**src/rtl/uart_byte_receiver.sv**
```systemverilog
// uart_byte_receiver: 8N1 UART receiver with 16x oversampling, 3-sample
// majority vote, a one-entry valid/ready holding register, and framing /
// overrun error pulses.
module uart_byte_receiver #(
  parameter int unsigned TICK_DIV = 651
) (
  input  logic       clk,
  input  logic       rst_n,
  input  logic       uart_rx,
  output logic [7:0] rx_data,
  output logic       rx_valid,
  input  logic       rx_ready,
  output logic       frame_err,
  output logic       overrun
);

  typedef enum logic [2:0] {
    S_IDLE,
    S_START,
    S_DATA,
    S_STOP,
    S_BREAK
  } state_t;

  state_t      state, state_nxt;
  logic        rx_meta, rxs;
  logic [15:0] tick_cnt;
  logic        tick;
  logic [3:0]  sc;
  logic [2:0]  smp;
  logic        voted;
  logic        bit_end;
  logic [2:0]  bit_idx;
  logic [7:0]  shreg;
  logic        hold_free;

  // FSM-driven controls
  logic sc_clear, bit_clr, shift_en, load_evt, ovr_evt, ferr_evt;

  // Two-flop synchronizer; idles high so reset does not look like a start bit
  always_ff @(posedge clk or negedge rst_n) begin
    if (!rst_n) begin
      rx_meta <= 1'b1;
      rxs     <= 1'b1;
    end else begin
      rx_meta <= uart_rx;
      rxs     <= rx_meta;
    end
  end

  // Free-running oversample tick divider
  always_ff @(posedge clk or negedge rst_n) begin
    if (!rst_n)     tick_cnt <= '0;
    else if (tick)  tick_cnt <= '0;
    else            tick_cnt <= tick_cnt + 16'd1;
  end

  assign tick    = (tick_cnt == 16'(TICK_DIV - 1));
  assign bit_end = tick && (sc == 4'd15);
  assign voted   = (smp[0] & smp[1]) | (smp[0] & smp[2]) | (smp[1] & smp[2]);

  // Hold register can accept a new byte if empty or being drained this cycle
  assign hold_free = ~rx_valid | rx_ready;

  // Per-bit sample counter; the detecting tick counts as sample 0 of start
  always_ff @(posedge clk or negedge rst_n) begin
    if (!rst_n)                         sc <= '0;
    else if (sc_clear)                  sc <= 4'd1;
    else if (tick && state != S_IDLE)   sc <= sc + 4'd1;
  end

  // Capture mid-bit samples for the majority vote
  always_ff @(posedge clk or negedge rst_n) begin
    if (!rst_n) begin
      smp <= '0;
    end else if (tick && state != S_IDLE) begin
      case (sc)
        4'd7:    smp[0] <= rxs;
        4'd8:    smp[1] <= rxs;
        4'd9:    smp[2] <= rxs;
        default: ;
      endcase
    end
  end

  // State register
  always_ff @(posedge clk or negedge rst_n) begin
    if (!rst_n) state <= S_IDLE;
    else        state <= state_nxt;
  end

  // Next-state logic
  always_comb begin
    state_nxt = state;
    case (state)
      S_IDLE:  if (tick && !rxs) state_nxt = S_START;
      S_START: if (bit_end) state_nxt = voted ? S_IDLE : S_DATA;
      S_DATA:  if (bit_end && bit_idx == 3'd7) state_nxt = S_STOP;
      S_STOP:  if (bit_end) state_nxt = voted ? S_IDLE : S_BREAK;
      S_BREAK: if (tick && rxs) state_nxt = S_IDLE;
      default: state_nxt = S_IDLE;
    endcase
  end

  // Output / control decode
  always_comb begin
    sc_clear = 1'b0;
    bit_clr  = 1'b0;
    shift_en = 1'b0;
    load_evt = 1'b0;
    ovr_evt  = 1'b0;
    ferr_evt = 1'b0;
    case (state)
      S_IDLE:  sc_clear = tick && !rxs;
      S_START: bit_clr  = bit_end && !voted;
      S_DATA:  shift_en = bit_end;
      S_STOP: begin
        if (bit_end) begin
          if (!voted)         ferr_evt = 1'b1;
          else if (hold_free) load_evt = 1'b1;
          else                ovr_evt  = 1'b1;
        end
      end
      default: ;
    endcase
  end

  // Bit index and LSB-first shift register
  always_ff @(posedge clk or negedge rst_n) begin
    if (!rst_n) begin
      bit_idx <= '0;
      shreg   <= '0;
    end else begin
      if (bit_clr)       bit_idx <= '0;
      else if (shift_en) bit_idx <= bit_idx + 3'd1;
      if (shift_en)      shreg   <= {voted, shreg[7:1]};
    end
  end

  // Holding register; a load in the handshake cycle replaces the drained byte
  always_ff @(posedge clk or negedge rst_n) begin
    if (!rst_n) begin
      rx_data  <= '0;
      rx_valid <= 1'b0;
    end else if (load_evt) begin
      rx_data  <= shreg;
      rx_valid <= 1'b1;
    end else if (rx_valid && rx_ready) begin
      rx_valid <= 1'b0;
    end
  end

  // Registered one-cycle error pulses
  always_ff @(posedge clk or negedge rst_n) begin
    if (!rst_n) begin
      frame_err <= 1'b0;
      overrun   <= 1'b0;
    end else begin
      frame_err <= ferr_evt;
      overrun   <= ovr_evt;
    end
  end

endmodule

```
**config.mk**
```make
export PLATFORM = sky130hd
export DESIGN_NAME = uart_byte_receiver
export DESIGN_NICKNAME = d
export VERILOG_FILES = /design/src/rtl/uart_byte_receiver.sv
export SDC_FILE = /design/constraint.sdc
export NUM_CORES = 1
export LEC_CHECK = 0
export ABC_AREA = 1
export CORE_MARGIN = 2
export CORE_UTILIZATION = 53
export DETAILED_ROUTE_END_ITERATION = 7
export MAX_ROUTING_LAYER = met4
export PLACE_DENSITY = 0.75
export SYNTH_ARGS = -nofsm -noshare
export SYNTH_HDL_FRONTEND = slang
export SYNTH_SLANG_ARGS = --single-unit
```
**constraint.sdc**
```tcl
create_clock -name clk -period 1.6 [get_ports clk]
set_clock_uncertainty 0.2 [all_clocks]
set_input_delay 0.48 -clock clk [delete_from_list [all_inputs] [get_ports clk]]
set_output_delay 0.48 -clock clk [all_outputs]
set_load 0.02 [all_outputs]
```
==> results by group, run 1 <==
Yosys
  – Sequential element share of the synthesized area: 49.2%
  – Synth Register Bits: 50
  – Post-Syn Nets: between 300 and 400
  – Mapped Avg Cell Area: 8.78 um^2
  – Syn Std Cell Area: 2550 um^2
  – Yosys cell types: 32
  – Synth Warn #: 0
  – Post-Syn Instances: 290

Setup path
  – Slowest stage delay, CP: 0.40 ns
  – Worst path depth: 9
  – Largest fanout on the critical path: 4
  – Cell mode on critical path: inv_1
  – Worst r2r path cells: 9
  – Slowest-stage cell, CP: dfrtp_1
  – Crit. End Element: flip-flop
  – Worst path cell trace: inv_1 -> ha_2 -> nand2_2 -> nor2_4 -> nand3_4 -> o21ai_4 -> o21ai_1 -> inv_1 -> nand2_1
  – CP bufs+invs: 2
  – CP arrival: 1.86 ns
  – CP Launch Type: flip-flop
  – Worst path top cell family by delay: simple AND/OR/NAND/NOR gates
  – WS Path Type: flip-flop to flip-flop
  – Worst Path Required: between 1.5 and 2 ns

Global route
  – Largest net degree at the start of global routing: 33
  – All-layer global routing usage: around a quarter
  – Initial antenna violation count: 0
  – Vias in the first global route: 2186
  – First-pass GRT wire length: a little under 10 mm
  – Grt total ovfl: 0

Final layout
  – Post-route insts no fill: 426
  – Layout cells sized above 1: 49.2%
  – Area Growth Syn to Fin: 46.6%
  – Final instance area: ~3700 um^2
  – Antenna cells: 0
  – Fill cells: roughly 270
  – Fin nets: 382
  – Register Area: 1250 um^2
  – Multi-input gate area: 1510 um^2

Clock tree
  – CTS Root Cell: clkbuf_8
  – TritonCTS clock tree: done
  – # H-tree levels: 2
  – Worst-skew pair later-pin latency: 0.31 ns
  – Clk sinks: 50
  – Max Root-Sink Buffers: 2
  – CTS clk-pin slew, worst paths: ~0.1 ns
  – Total CTS buffers: 5

Detailed routing
  – DRT Wirelength: 6.74 mm
  – Via count: 2235
  – Vias per cell: approximately 5.2
  – DRT Pass-1 Iters: 4
  – 1st-iter DRT viols: between 100 and 150
  – Residual DRC count: 0
  – Post-DRT Antenna Nets: 0
  – Routed WL per cell: 15.8 um

Run status
  – Failing checks: setup timing
  – Status: finished with violations

Min path
  – Worst hold-check path type: flip-flop to flip-flop
  – Hold Path Stages: 0

Power
  – LEAKAGE: 1.80 nW
  – VDD IR max: 0.739 mV
  – Power Density: 554 nW/um^2

Place
  – GPL Wtd Cong: 0.876
  – HPWL Detailed: 3.66 mm
  – Placed cells: roughly 400
  – Post-Place Cell Area: 3140 um^2
  – Port Buffers: 14

STA
  – Final setup margin: -0.241 ns
  – Period utilisation layout: 115%
  – Worst Tran Pin Value: around 0.34 ns
  – Rel. slew slack: 77.1%
  – RSZ-0062 raised after global routing: yes
  – Min cycle time layout: between 1.5 and 2 ns
  – Fmax achieved: approximately 540 MHz
  – Final setup violation count: 46
  – Max Slew Vio Count: 0
  – Final hold violations: 0

Floorplan
  – Initial Util: a little over half
  – Die Area: 5380 um^2
  – Die width: 73.3 um
  – Die height: 73.3 um
  – IO Count: 15
  – Area of the core: 4690 um^2
  – Row count: 25

Job
  – Max_cap viols: 0
-- layout by cell type (no fill, tap or decap), drive strengths merged, types with 3 or more instances in the layout --
master | synthesis | final
o21ai | 28 | 28
nand3 | 17 | 17
dfrtp | 48 | 48
clkbuf | 0 | 5
ha | 7 | 7
nor3 | 7 | 7
nand4 | 3 | 3
buf | 2 | 72
nor2 | 48 | 48
a21oi | 9 | 9
xor2 | 3 | 3
inv | 47 | 48
nand2 | 60 | 61
-- per-stage QoR --
stage	util (%)	total power, mW	hold WS (ns)	worst slack (ns)	TNS, ns
5_1_grt	79.6	2.15	0.171	-0.334	-9.74
3_5_place_dp	66.9	1.34	0.147	-0.213	-3.76
2_1_floorplan	-	1.29	-0.0156	-0.0924	-0.518
3_3_place_gp	66.9	1.34	0.146	-0.188	-2.93
6_report	79.6	2.07	0.165	-0.241	-5.81
4_1_cts	74.3	2.08	0.164	-0.106	-2.48
-- cell usage after synthesis --
cell | n | area (um^2)
a21oi_1 | 9 | 45.0
and3_1 | 1 | 6.26
buf_2 | 1 | 5.00
buf_6 | 1 | 11.3
dfrtp_1 | 48 | 1200
dfstp_2 | 2 | 52.6
ha_1 | 7 | 87.6
inv_1 | 43 | 161
inv_2 | 4 | 15.0
nand2_1 | 54 | 203
nand2_2 | 4 | 25.0
nand2_4 | 2 | 22.5
nand3_1 | 15 | 75.1
nand3_2 | 2 | 20.0
nand4_2 | 2 | 25.0
nand4_4 | 1 | 21.3
nor2_1 | 33 | 124
nor2_2 | 10 | 62.6
nor2_4 | 4 | 45.0
nor2_8 | 1 | 20.0
nor3_1 | 5 | 25.0
nor3_4 | 2 | 32.5
nor3b_1 | 1 | 7.51
o21ai_0 | 8 | 40.0
o21ai_1 | 11 | 55.1
o21ai_2 | 9 | 78.8
o221ai_1 | 1 | 8.76
o22ai_1 | 1 | 6.26
o31ai_1 | 2 | 15.0
or2_2 | 1 | 6.26
xnor2_1 | 2 | 17.5
xor2_1 | 3 | 26.3
-- path summary, 6_finish.rpt --
check,from,end,slack (ns)
max,tick_cnt[0],state[1],-0.24
min,rx_meta,rxs,0.16
max reg2reg,tick_cnt[0],state[1],-0.24
min reg2reg,rx_meta,rxs,0.16
max in group asynchronous,rst_n,sc[2],0.37
min in group asynchronous,rst_n,tick_cnt[15],0.38
-- flip-flops by register name (all words and copies together) (netlist names) --
| register | cells |
|---|---|
| rx_valid | 1 |
| state | 3 |
| rx_data | 8 |
| shreg | 8 |
| tick_cnt | 16 |
| rxs | 1 |
| sc | 4 |
| frame_err | 1 |
| overrun | 1 |
| smp | 3 |
| rx_meta | 1 |
| bit_idx | 3 |
-- worst reg2reg max path, cell delays in order (launching register included) --
cell and delay (ns):
dfrtp_1 0.40, inv_1 0.07, ha_2 0.20, nand2_2 0.07, nor2_4 0.19, nand3_4 0.16
o21ai_4 0.22, o21ai_1 0.11, inv_1 0.07, nand2_1 0.05
-- routing by layer --
metal | up-vias | global-route usage [%] | wire length [um]
li1 | 1077 | - | -
met5 | - | - | 0
met4 | 0 | 6.26 | 129
met2 | 59 | 39.8 | 3570
met3 | 15 | 5.49 | 293
met1 | 1084 | 31.0 | 2740
-- logic make-up (layout without fill, tap and decap cells) --
family,Yosys count,count (layout),share of synthesized area [%]
compound gates,41,41,9.77
buf+inv,49,130,7.56
simple gates,138,139,28.3
fa+ha+maj,7,7,3.44
flops,50,50,49.2
xor+xnor,5,5,1.72
-- area by class of cell --
| type | count | share of cell area, % |
|---|---|---|
| Multi-Input combinational cell | 192 | 40.5 |
| Clock buffer | 5 | 1.84 |
| Timing Repair Buffer | 75 | 16.9 |
| Clock inverter | 3 | 0.503 |
| Sequential cell | 50 | 33.6 |
| Inverter | 47 | 4.86 |
| Tap cell | 54 | 1.81 |
-- repair_timing --
action / 4_1_cts / 5_1_grt
setup endpoints to repair: 49 / 45
endpoints found under the hold margin: 6 / 0
hold buffers: 1 / 0
gates resized for setup: 92 / 49
setup buffers: 11 / 6
pin swaps: 17 / 27
cloned: 1 / 0
-- power breakdown --
part | internal (mW) | switching [mW] | total (mW)
registers | 1.27 | 0.00241 | 1.27
clock network | 0.309 | 0.446 | 0.754
logic | 0.0135 | 0.0299 | 0.0434
total | 1.59 | 0.478 | 2.07
No activity file was read; power rests on OpenSTA's default activity.
==> run 2, diff against run 1 <==
--- a/config.mk
+++ b/config.mk
@@ -6,9 +6,10 @@
 export NUM_CORES = 1
 export LEC_CHECK = 0
 export ABC_AREA = 1
-export CORE_MARGIN = 2
+export CAP_MARGIN = 20
 export CORE_UTILIZATION = 53
 export DETAILED_ROUTE_END_ITERATION = 7
+export GPL_TIMING_DRIVEN = 1
 export MAX_ROUTING_LAYER = met4
 export PLACE_DENSITY = 0.75
 export SYNTH_ARGS = -nofsm -noshare
==> results by group, run 2 (same netlist as run 1, synthesis figures left out) <==
Run status
  – Status: finished with violations
  – Failing checks: DRC, setup timing

Setup path
  – Slowest stage delay, CP: 0.40 ns
  – FF-to-FF setup slack: -0.28 ns
  – Cell mode on critical path: nor2_4
  – Worst r2r path cells: 10
  – Reg2reg end: state[2]
  – CP Launch Type: flip-flop
  – CP arrival: 1.94 ns
  – Largest fanout on the critical path: 4
  – Worst path cell trace: inv_2 -> nor2_4 -> nand2_1 -> nor2_4 -> nand3_4 -> nand2_2 -> inv_2 -> nor2_4 -> nand3_1 -> nand2_1
  – Slowest-stage cell, CP: dfrtp_1
  – Crit. End Element: flip-flop
  – Worst setup path start: tick_cnt[3]
  – WS Path Type: flip-flop to flip-flop
  – Critical R2R Launch: tick_cnt[3]
  – Worst Path Required: about 1.7 ns
  – CP endpoint: state[2]

Place
  – Pre-CTS setup slack: -0.206 ns
  – GPL Wtd Cong: 0.867
  – Post-Place Cell Area: 3120 um^2
  – HPWL Detailed: 3.77 mm
  – Placed cells: 395
  – Port Buffers: 14

Clock tree
  – CTS Root Cell: clkbuf_8
  – # H-tree levels: 2
  – Total CTS buffers: 5
  – TritonCTS clock tree: done
  – Clk sinks: 50
  – Max Root-Sink Buffers: 2
  – Worst-skew pair later-pin latency: approximately 0.32 ns
  – CTS clk-pin slew, worst paths: around 0.10 ns

Detailed routing
  – 1st-iter DRT viols: 122
  – Routed WL per cell: 17.1 um
  – Post-DRT Antenna Nets: 0
  – DRT Wirelength: ~7.2 mm
  – Vias per cell: ~5.4
  – Via count: approximately 2300
  – Residual DRC count: 1
  – DRT Pass-1 Iters: 8

Final layout
  – Fin nets: approximately 380
  – Post-route insts no fill: 421
  – Largest register FFs: 16
  – Register Area: 1250 um^2
  – Final instance area: 3750 um^2
  – Area Growth Syn to Fin: 47.3%
  – Fill cells: 233
  – Commonest cells after routing, fill and taps aside: dfrtp_1, inv_1, buf_4
  – Antenna cells: 0
  – Largest Register: tick_cnt
  – Biggest regs: tick_cnt: 16 flops, rx_data: 8 flops, shreg: 8 flops
  – Most common cell after layout, fill and taps aside: dfrtp_1
  – Layout cells sized above 1: between 50 and 60%
  – Multi-input gate area: approximately 1500 um^2

Floorplan
  – Die width: 71.3 um
  – IO Count: 15
  – Row count: 24
  – Die height: approximately 71 um
  – Initial Util: 56.9%
  – Die Area: 5090 um^2
  – Area of the core: 4470 um^2

Job
  – Max_cap viols: 0

STA
  – Rel. slew slack: 75.4%
  – Fmax achieved: 533 MHz
  – Min cycle time layout: ~1.9 ns
  – Worst Tran Pin Value: between 0.3 and 0.4 ns
  – Period utilisation layout: 117%
  – Final hold violations: 0
  – Final setup margin: -0.276 ns
  – Final setup violation count: 46
  – RSZ-0062 raised after global routing: yes
  – Max Slew Vio Count: 0

Power
  – Sw Ratio: 24.6%
  – VDD IR max: 0.624 mV
  – Sequential share of power: around 60%
  – Clock power frac: 38.5%
  – Comb power frac: 1.9%
  – Power Density: 568 nW/um^2
  – LEAKAGE: 1.80 nW
  – P_int: 1.61 mW
  – Sw power: 524 uW

Global route
  – Initial antenna violation count: 0
  – Largest net degree at the start of global routing: 46
  – Grt total ovfl: 0
  – First-pass GRT wire length: 9.78 mm
  – Vias in the first global route: 2211
  – All-layer global routing usage: between 20% and 30%

Min path
  – Worst hold-check path type: flip-flop to flip-flop
  – Hold Path Stages: 0
-- run 2: how the worst min path moves through the flow --
stage | endpoint | from | slack, ns
final | rxs | rx_meta | 0.18
after global routing | rxs | rx_meta | 0.18
after CTS | rxs | rx_meta | 0.18
after detailed placement | tick_cnt[3] | rst_n | 0.13
after global placement | tick_cnt[3] | rst_n | 0.13
after floorplan | bit_idx[0] | rst_n | -0.02
-- run 2: power by group through the flow --
stage               clock [mW]  sequential (mW)  combinational (mW)
finish                   0.820             1.27              0.0406
global route             0.860             1.27              0.0464
CTS                      0.831             1.27              0.0420
detailed placement           0             1.29              0.0400
global placement             0             1.29              0.0392
floorplan                    0             1.29             0.00122
-- run 2: stage by stage --
stage / power (mW) / TNS [ns] / hold WS (ns) / util (%)
3_3_place_gp: 1.33 / -3.37 / 0.130 / 69.7
5_1_grt: 2.18 / -9.45 / 0.179 / 83.9
4_1_cts: 2.14 / -2.87 / 0.179 / 75.3
2_1_floorplan: 1.29 / -0.518 / -0.0156 / -
3_5_place_dp: 1.33 / -4.09 / 0.129 / 69.7
6_report: 2.13 / -6.14 / 0.177 / 83.9
-- run 2: metal layers --
layer | part of all wire [%] | GRT usage (%)
met2 | 54 | 43.8
met5 | 0 | -
met4 | 3.2 | 12.0
met3 | 3.9 | 3.80
met1 | 39 | 30.2
-- run 2: repair_timing --
action,CTS,global route
gates resized for setup,89,66
buffers inserted,4,14
pin swaps,20,26
endpoints found under the hold margin,5,0
hold buffers,1,0
endpoints found under the setup margin,46,49
gates cloned,0,1
-- run 2: worst max-delay path: cells and delay by family, from the launching register on --
kind / cells / cell delay (ns)
flip-flops: 1 / 0.40
AND/OR/NAND/NOR: 8 / 1.09
buffers and inverters: 2 / 0.12
-- run 2: final cells by class --
type	count	area share (%)
clock inverters	3	0.767
repair buffers	73	17.4
clock buffers	5	1.83
flip-flops and latches	50	33.4
multi-input cells	191	40.0
inverters	47	4.90
well taps	52	1.73
==> run 3, diff against run 2 <==
--- a/config.mk
+++ b/config.mk
@@ -7,6 +7,7 @@
 export LEC_CHECK = 0
 export ABC_AREA = 1
 export CAP_MARGIN = 20
+export CORE_ASPECT_RATIO = 0.9
 export CORE_UTILIZATION = 53
 export DETAILED_ROUTE_END_ITERATION = 7
 export GPL_TIMING_DRIVEN = 1
==> constraint.sdc (replaced) <==
create_clock -name clk -period 1.6 [get_ports clk]
set_clock_uncertainty 0.2 [all_clocks]
set_input_delay 0.24 -clock clk [delete_from_list [all_inputs] [get_ports clk]]
set_output_delay 0.24 -clock clk [all_outputs]
set_load 0.02 [all_outputs]
==> results by group, run 3 (same netlist as run 1, synthesis figures left out) <==
Global route
  – First-pass GRT wire length: 10.0 mm
  – Vias in the first global route: 2167
  – Largest net degree at the start of global routing: 27
  – Grt total ovfl: 0
  – Initial antenna violation count: 0
  – All-layer global routing usage: 28.0%

Place
  – Post-Place Cell Area: 3140 um^2
  – Placed cells: 405
  – HPWL Detailed: just under 4 mm
  – GPL Wtd Cong: slightly below 0.9
  – Port Buffers: 14
  – Pre-CTS setup slack: -0.167 ns

Setup path
  – CP arrival: between 1.5 and 2 ns
  – Worst Path Required: 1.66 ns
  – Slowest stage delay, CP: 0.45 ns
  – WS Path Type: flip-flop to flip-flop
  – Worst r2r path cells: 10
  – CP bufs+invs: 1
  – Reg2reg end: state[0]
  – FF-to-FF setup slack: -0.28 ns
  – Worst path cell trace: nor2_1 -> nand2_1 -> nor2_4 -> buf_6 -> nand3_4 -> nand2_2 -> nand2_2 -> nor2_4 -> nand3_2 -> nand2_1
  – Crit. End Element: flip-flop
  – CP Launch Type: flip-flop
  – Slowest-stage cell, CP: dfrtp_1
  – Worst path top cell family by delay: simple AND/OR/NAND/NOR gates
  – Critical R2R Launch: tick_cnt[8]
  – Largest fanout on the critical path: 4

Final layout
  – Fin nets: 383
  – Post-route insts no fill: 435
  – Final Util: 83.0%
  – Commonest cells after routing, fill and taps aside: dfrtp_1, inv_1, buf_4
  – Final instance area: 3770 um^2
  – Antenna cells: 0
  – Most common cell after layout, fill and taps aside: dfrtp_1
  – Area Growth Syn to Fin: 48.1%
  – Fill cells: around 250
  – Layout cells sized above 1: 44.5%
  – Biggest regs: tick_cnt: 16 flops, rx_data: 8 flops, shreg: 8 flops
  – Largest register FFs: 16
  – Largest Register: tick_cnt

Job
  – Max_cap viols: 0

STA
  – Final hold violations: 0
  – Max Slew Vio Count: 0
  – WHS: around 0.14 ns
  – Final setup margin: -0.283 ns
  – Worst Tran Pin Value: 0.526 ns
  – Fmax achieved: ~530 MHz
  – Setup_tns: -7.38 ns
  – Period utilisation layout: 118%
  – Final setup violation count: 46
  – RSZ-0062 raised after global routing: yes
  – Min cycle time layout: around 1.9 ns
  – Rel. slew slack: 64.6%

Power
  – LEAKAGE: 1.87 nW
  – VDD IR max: slightly below 0.6 mV
  – Comb power frac: 2.0%
  – Sw power: 479 uW
  – Clock power frac: 36.5%
  – P_int: 1.59 mW
  – Power Density: 548 nW/um^2
  – Sw Ratio: 23.2%
  – Pwr Total: 2.07 mW
  – Sequential share of power: 61.4%

Floorplan
  – Initial Util: between 50% and 60%
  – Die height: 67.8 um
  – Die width: between 70 and 80 um
  – Die Area: 5090 um^2
  – IO Count: 15
  – Area of the core: 4550 um^2
  – Row count: 23

Detailed routing
  – DRT Wirelength: roughly 7.6 mm
  – DRT Pass-1 Iters: 5
  – Vias per cell: 5.43
  – Post-DRT Antenna Nets: 0
  – 1st-iter DRT viols: 160
  – Residual DRC count: 0
  – Routed WL per cell: 17.4 um
  – Via count: 2363

Clock tree
  – TritonCTS clock tree: done
  – Max Root-Sink Buffers: 2
  – Clk sinks: 50
  – Worst-skew pair later-pin latency: ~0.32 ns
  – Total CTS buffers: 5
  – # H-tree levels: 2
  – CTS clk-pin slew, worst paths: 0.10 ns
  – CTS Root Cell: clkbuf_8

Min path
  – Worst hold-check path type: primary input to asynchronous set/reset pin

Run status
  – Status: finished with violations
  – Failing checks: setup timing
[run 3: changes by cell type in the layout (fill, tap and decap cells not counted), moves of 3 or more]
cell	delta
nor2_1	+10
a21oi_1	+4
nand2_2	-3
nand2_1	+7
nor2_2	-9
nand3_1	-3
dlygate4sd2_1	+11
buf_6	-4
buf_4	+3
a21oi_2	-4
buf_2	-10
[run 3: power groups by stage]
stage	Combinational [mW]	Sequential, mW	Clock, mW
finish	0.0421	1.27	0.756
global route	0.0478	1.27	0.813
CTS	0.0433	1.27	0.765
detailed placement	0.0411	1.29	0
global placement	0.0410	1.29	0
floorplan	0.00122	1.29	0
[run 3: layer usage]
| layer | routed length, um | track usage (%) | up-vias |
|---|---|---|---|
| li1 | - | - | 1084 |
| met1 | 3200 | 36.6 | 1155 |
| met2 | 3840 | 44.1 | 100 |
| met3 | 320 | 4.18 | 24 |
| met4 | 225 | 10.4 | 0 |
| met5 | 0 | - | - |
[run 3: worst reg2reg max path, cell delays in order (launching register included)]
cell and delay [ns]:
dfrtp_1 0.45, nor2_1 0.15, nand2_1 0.13, nor2_4 0.24, buf_6 0.14, nand3_4 0.05
nand2_2 0.09, nand2_2 0.08, nor2_4 0.14, nand3_2 0.10, nand2_1 0.08
[run 3: final cells by class]
class	instances	area (um^2)	share of cell area, %
Clock buffer	5	68.8	1.82
Clock inverter	3	21.3	0.564
Inverter	47	179	4.74
Multi-Input combinational cell	194	1480	39.2
Sequential cell	50	1260	33.3
Tap cell	62	77.6	2.06
Timing Repair Buffer	74	691	18.3
[run 3: worst max-delay path by stage]
stage / start / end / cells past startpoint
finish: tick_cnt[8] / state[0] / 10
global route: tick_cnt[8] / state[0] / 10
CTS: tick_cnt[0] / state[0] / 11
detailed placement: tick_cnt[4] / state[0] / 9
global placement: tick_cnt[4] / shreg[3] / 9
floorplan: tick_cnt[0] / rx_data[2] / 10
[run 3: repair_timing]
item,CTS,global route
cloned,3,0
endpoints found under the setup margin,55,46
buffers inserted,5,13
gates resized for setup,63,33
hold buffers,1,0
pin swaps,23,20
endpoints found under the hold margin,48,0
